==> config.mk <==
export PLATFORM = sky130hd
export DESIGN_NAME = branch_update_queue
export DESIGN_NICKNAME = d
export VERILOG_FILES = /design/src/rtl/bp_pkg.sv /design/src/rtl/sat_counter32.sv /design/src/rtl/branch_update_queue.sv
export SDC_FILE = /design/constraint.sdc
export NUM_CORES = 1
export LEC_CHECK = 0
export CORE_MARGIN = 2
export CORE_UTILIZATION = 54
export DETAILED_ROUTE_END_ITERATION = 6
export PLACE_DENSITY = 0.86
export SLEW_MARGIN = 10
export SYNTH_ARGS = -nofsm -noshare
export SYNTH_HDL_FRONTEND = slang
export SYNTH_SLANG_ARGS = --single-unit
==> constraint.sdc <==
create_clock -name clk -period 3.6 [get_ports clk]
set_input_delay 0.72 -clock clk [delete_from_list [all_inputs] [get_ports clk]]
set_output_delay 0.72 -clock clk [all_outputs]
set_load 0.02 [all_outputs]
==> src/rtl/bp_pkg.sv <==
// Shared branch-predictor types and constants: update record, default queue
// depth and the 2-bit saturating predictor counter encoding.
package bp_pkg;

  localparam int BQ_DEFAULT_DEPTH = 4;
  localparam int BQ_PC_WIDTH      = 32;

  localparam logic [1:0] CTR_SNT = 2'b00;
  localparam logic [1:0] CTR_WNT = 2'b01;
  localparam logic [1:0] CTR_WT  = 2'b10;
  localparam logic [1:0] CTR_ST  = 2'b11;

  typedef struct packed {
    logic [BQ_PC_WIDTH-1:0] pc;
    logic                   taken;
  } branch_update_t;

endpackage

==> src/rtl/sat_counter32.sv <==
// 32-bit incrementer that sticks at all-ones instead of wrapping.
module sat_counter32 (
  input  logic        clk,
  input  logic        rst,
  input  logic        inc_i,
  output logic [31:0] count_o
);

  logic [31:0] count_q, count_d;

  always_comb begin
    count_d = count_q;
    if (inc_i && (count_q != 32'hFFFF_FFFF)) count_d = count_q + 32'd1;
  end

  always_ff @(posedge clk or posedge rst) begin
    if (rst) count_q <= '0;
    else     count_q <= count_d;
  end

  assign count_o = count_q;

endmodule

==> src/rtl/branch_update_queue.sv <==
// FIFO of resolved branches draining one per cycle into the predictor write port.
// Define BQ_PERF_EN to enable the branch / misprediction statistics counters.
module branch_update_queue
  import bp_pkg::*;
#(
  parameter int DEPTH    = BQ_DEFAULT_DEPTH,
  parameter int PC_WIDTH = BQ_PC_WIDTH
) (
  input  logic                       clk,
  input  logic                       rst,
  input  logic                       enq_valid,
  output logic                       enq_ready,
  input  logic [PC_WIDTH-1:0]        enq_pc,
  input  logic                       enq_taken,
  input  logic                       enq_predicted,
  input  logic                       stall,
  output logic                       upd_write,
  output logic [PC_WIDTH-1:0]        upd_pc,
  output logic                       upd_value,
  output logic [$clog2(DEPTH+1)-1:0] count,
  output logic [31:0]                branch_count,
  output logic [31:0]                mispredict_count
);

  localparam int PTR_W = $clog2(DEPTH);
  localparam int CNT_W = $clog2(DEPTH+1);

  typedef struct packed {
    logic [PC_WIDTH-1:0] pc;
    logic                taken;
  } entry_t;

  entry_t           mem_q [DEPTH];
  entry_t           head_entry;
  logic [PTR_W-1:0] head_q, head_d, tail_q, tail_d;
  logic [CNT_W-1:0] count_q, count_d;
  logic             not_empty, do_enq, do_deq;

  // Ready looks only at registered occupancy: a full queue never takes a
  // pass-through entry even when the head is popped in the same cycle.
  assign not_empty = (count_q != '0);
  assign enq_ready = (count_q != CNT_W'(DEPTH));
  assign do_enq    = enq_valid && enq_ready;
  assign do_deq    = not_empty && !stall;

  assign head_entry = mem_q[head_q];
  assign upd_write  = do_deq;
  assign upd_pc     = not_empty ? head_entry.pc : '0;
  assign upd_value  = not_empty && head_entry.taken;
  assign count      = count_q;

  always_comb begin
    head_d  = head_q;
    tail_d  = tail_q;
    count_d = count_q;
    if (do_enq) tail_d = tail_q + 1'b1;
    if (do_deq) head_d = head_q + 1'b1;
    case ({do_enq, do_deq})
      2'b10:   count_d = count_q + 1'b1;
      2'b01:   count_d = count_q - 1'b1;
      default: count_d = count_q;
    endcase
  end

  always_ff @(posedge clk or posedge rst) begin
    if (rst) begin
      head_q  <= '0;
      tail_q  <= '0;
      count_q <= '0;
    end else begin
      head_q  <= head_d;
      tail_q  <= tail_d;
      count_q <= count_d;
    end
  end

  always_ff @(posedge clk) begin
    if (do_enq) mem_q[tail_q] <= {enq_pc, enq_taken};
  end

`ifdef BQ_PERF_EN
  sat_counter32 u_branch_ctr (
    .clk     (clk),
    .rst     (rst),
    .inc_i   (do_enq),
    .count_o (branch_count)
  );

  sat_counter32 u_mispredict_ctr (
    .clk     (clk),
    .rst     (rst),
    .inc_i   (do_enq && (enq_taken != enq_predicted)),
    .count_o (mispredict_count)
  );
`else
  logic unused_predicted;
  assign unused_predicted = enq_predicted;
  assign branch_count     = '0;
  assign mispredict_count = '0;
`endif

endmodule
==> results.md <==
* Die ar. at ~12000 um2
* CTS tree: yes
* Core Area at between 10000 and 15000 um2
* Overflow after GRT at 0
* Placed Area at 6550 um2
* Actual slew at the worst max-slew pin at between 900 and 1000 ps
* Largest net degree at the start of global routing at 36
* Ant diodes at 0
* Final hold vios at 0
* Post-cts hold buffer count at 0
* Max-cap check violation count at 0
* Vias/cell at 5.02
* Post-CTS setup buffers at 0
* HPWL Detailed at 5570 um
* Gpl congestion at approximately 0.67
* First-pass detailed-route iteration total at 4
* Avg Synthesized Cell Area at around 19 um2
* Filler cells at ~740
* Power share of the clock group at about a quarter
* Final Core Density at ~66%
* Crit path DAT at between 2000 and 2500 ps
* Unrepaired setup endpoints after global routing: false
* Top Ports at 140
* Endpoint type of the worst setup path: primary output
* Routed vias at between 2000 and 3000
* Vias in the first global route at ~2700
* Mapped Area at 5910 um2
* Final Net Count at approximately 440
* Root Driver: clkbuf_8
* Top-area cell type share of the netlist area at 67.1%
* Crit-path cells: buf_4, mux4_2, nor2b_1, clkdlybuf4s50_1
* Required @ worst endpoint at between 2000 and 3000 ps
* Initial antenna violation count at 0
* Clock-pin slew on the worst setup and hold paths at approximately 60 ps
* TritonCTS Buffers at 17
* Critical path's slowest cell: mux4_2
* First-pass GRT wire length at roughly 14000 um
* DRC viols at 0
* Clk_lat worst skew at around 510 ps
* R2r setup slk at between 1000 and 1500 ps
* Post-Syn Instances at between 300 and 400
* Hold crit path type: input port to async pin
* Die extent in y at around 110 um
* Reg-to-Reg Start: count[0]$_DFFE_PP0P_
* R2R cell count at 9
* Origin of the worst setup path: head_q[0]$_DFFE_PP0P_
* Worst Setup Start Kind: flop
* Hold WS at roughly 440 ps
* Final Cycle Share at about nine tenths
* Status: completed
* Placed insts at around 520
* Clock Path Buffers at 2
* Kind of critical path: flop to primary output
* Synth cell types at 22
* Sequential Power Share at a little over a third
* Die Wd at about 110 um
* Leak at about 2.5 nW
* Crit path largest cell delay at roughly 560 ps
* Post-synth top area cell: edfxtp_1
* Initial Util at 55.0%
* Synthesis-to-finish area growth at 20.6%
* IO Port Bufs at 74
* Register area share after synthesis at roughly 70%
* Net Switching at 1.98 mW
* # setup viols final at 0
* Max Fclk at roughly 0.31 GHz
* FF-to-FF End: count[2]$_DFFE_PP0P_
* Critical Path Fanout Max at 19
* Wire length per cell at between 15 and 20 um
* Design area at roughly 7000 um2
* Clock sinks at roughly 140
* Worst Clk Skew at between 5 and 6 ps
* Slew Viols, Final at 0
* DRT Wirelength at roughly 9400 um
* Std cell rows at 38
* Internal power at 4.38 mW
* Ranking of synthesized cells by area: edfxtp_1 67%, mux4_2 13%, buf_4 8.3%
* Yosys Warn Count at 0
* # resized after CTS at 0
* Post-route ant nets at 0
* Synthesized flop and latch total at roughly 140
* Peak supply drop at approximately 0.5 mV
* H-tree Lvls at 4
* CP endpoint: upd_pc[5]
* Post-route insts no fill at ~550
* Logic pwr share at between 30 and 40%
* Sw Share at between 30 and 40%
* All-Layer GR Usage at between 10% and 20%
* Final Critical Period at between 3000 and 4000 ps
* Setup tns final at 0 ps
* Share of post-route cells with drive strength above 1 at 18.5%
* Pwr Density at between 800 and 900 nW/um2
* Slew Limit Headroom at between 30 and 40%
* Initial drt markers at around 120
[synth_stat cells, drive strengths merged]
cell type	n
and2	1
and3	4
buf	72
clkbuf	3
conb	1
dfrtp	7
edfxtp	132
fa	1
ha	5
inv	7
mux2	1
mux2i	1
mux4	33
nor2	2
nor2b	33
nor3	1
nor3b	1
or3b	1
xnor2	2
xor2	4
[power by group through the flow]
stage               Combinational, mW  Clock [mW]  Sequential (mW)
floorplan                        1.61           0             2.26
global placement                 2.41           0             2.30
detailed placement               2.44           0             2.33
CTS                              2.45        1.70             2.30
global route                     2.59        1.77             2.32
finish                           2.40        1.67             2.29
[how the worst min path moves through the flow]
stage | cells past startpoint | start | endpoint
3_3_place_gp | 1 | count[2]$_DFFE_PP0P_ | count[2]$_DFFE_PP0P_
3_5_place_dp | 1 | tail_q[1]$_DFFE_PP0P_ | tail_q[1]$_DFFE_PP0P_
6_report | 2 | rst | count[1]$_DFFE_PP0P_
5_1_grt | 2 | rst | count[2]$_DFFE_PP0P_
4_1_cts | 2 | rst | tail_q[0]$_DFFE_PP0P_
2_1_floorplan | 1 | rst | count[0]$_DFFE_PP0P_
[sequential cells by signal, summed over array words and instances, names as in the netlist]
name	count
count	3
mem_q	132
tail_q	2
head_q	2
[cell type report]
| class | count | area [um2] | share of cell area, % |
|---|---|---|---|
| flip-flops and latches | 139 | 4140 | 58.1 |
| multi-input cells | 154 | 1430 | 20.1 |
| repair buffers | 79 | 778 | 10.9 |
| clock buffers | 19 | 422 | 5.92 |
| well taps | 140 | 175 | 2.46 |
| clock inverters | 13 | 150 | 2.11 |
| inverters | 7 | 26.3 | 0.369 |
[cells by family (layout without fill, tap and decap cells)]
family	after synthesis	in the layout	share of synthesized area (%)
xor+xnor	6	6	0.890
fa+ha+maj	6	6	1.40
buf+inv	82	118	9.81
flops	139	139	70.1
mux	35	35	13.0
other cells	1	64	0.0635
simple gates	43	43	4.77
[cell usage in the layout, fill, tap and decap left out, types with 5 or more instances in the layout]
cell type / synthesis / final
buf_4: 65 / 5
clkbuf_16: 0 / 16
clkdlybuf4s50_1: 0 / 74
conb_1: 1 / 64
dfrtp_1: 7 / 5
edfxtp_1: 132 / 132
ha_1: 5 / 5
inv_1: 7 / 7
mux4_2: 33 / 33
nor2b_1: 33 / 33
[metrics by stage]
step	total power, mW	setup slack [ps]
after floorplan	3.88	1350
after global placement	4.71	808
after detailed placement	4.77	819
after CTS	6.44	321
after global routing	6.67	245
final	6.36	387
[critical path, delay by kind of cell, from the launching register on]
family | cells | cell delay (ps)
buf+inv | 2 | 900
flops | 1 | 350
mux | 1 | 560
simple gates | 1 | 150
[layer usage]
layer	global-route usage (%)	vias up	wire, um
li1	-	1224	-
met1	20.9	1404	3810
met2	28.3	125	4820
met3	5.55	14	587
met4	7.05	0	144
met5	0	-	0
Note: power is estimated with default switching activity, not from simulation.
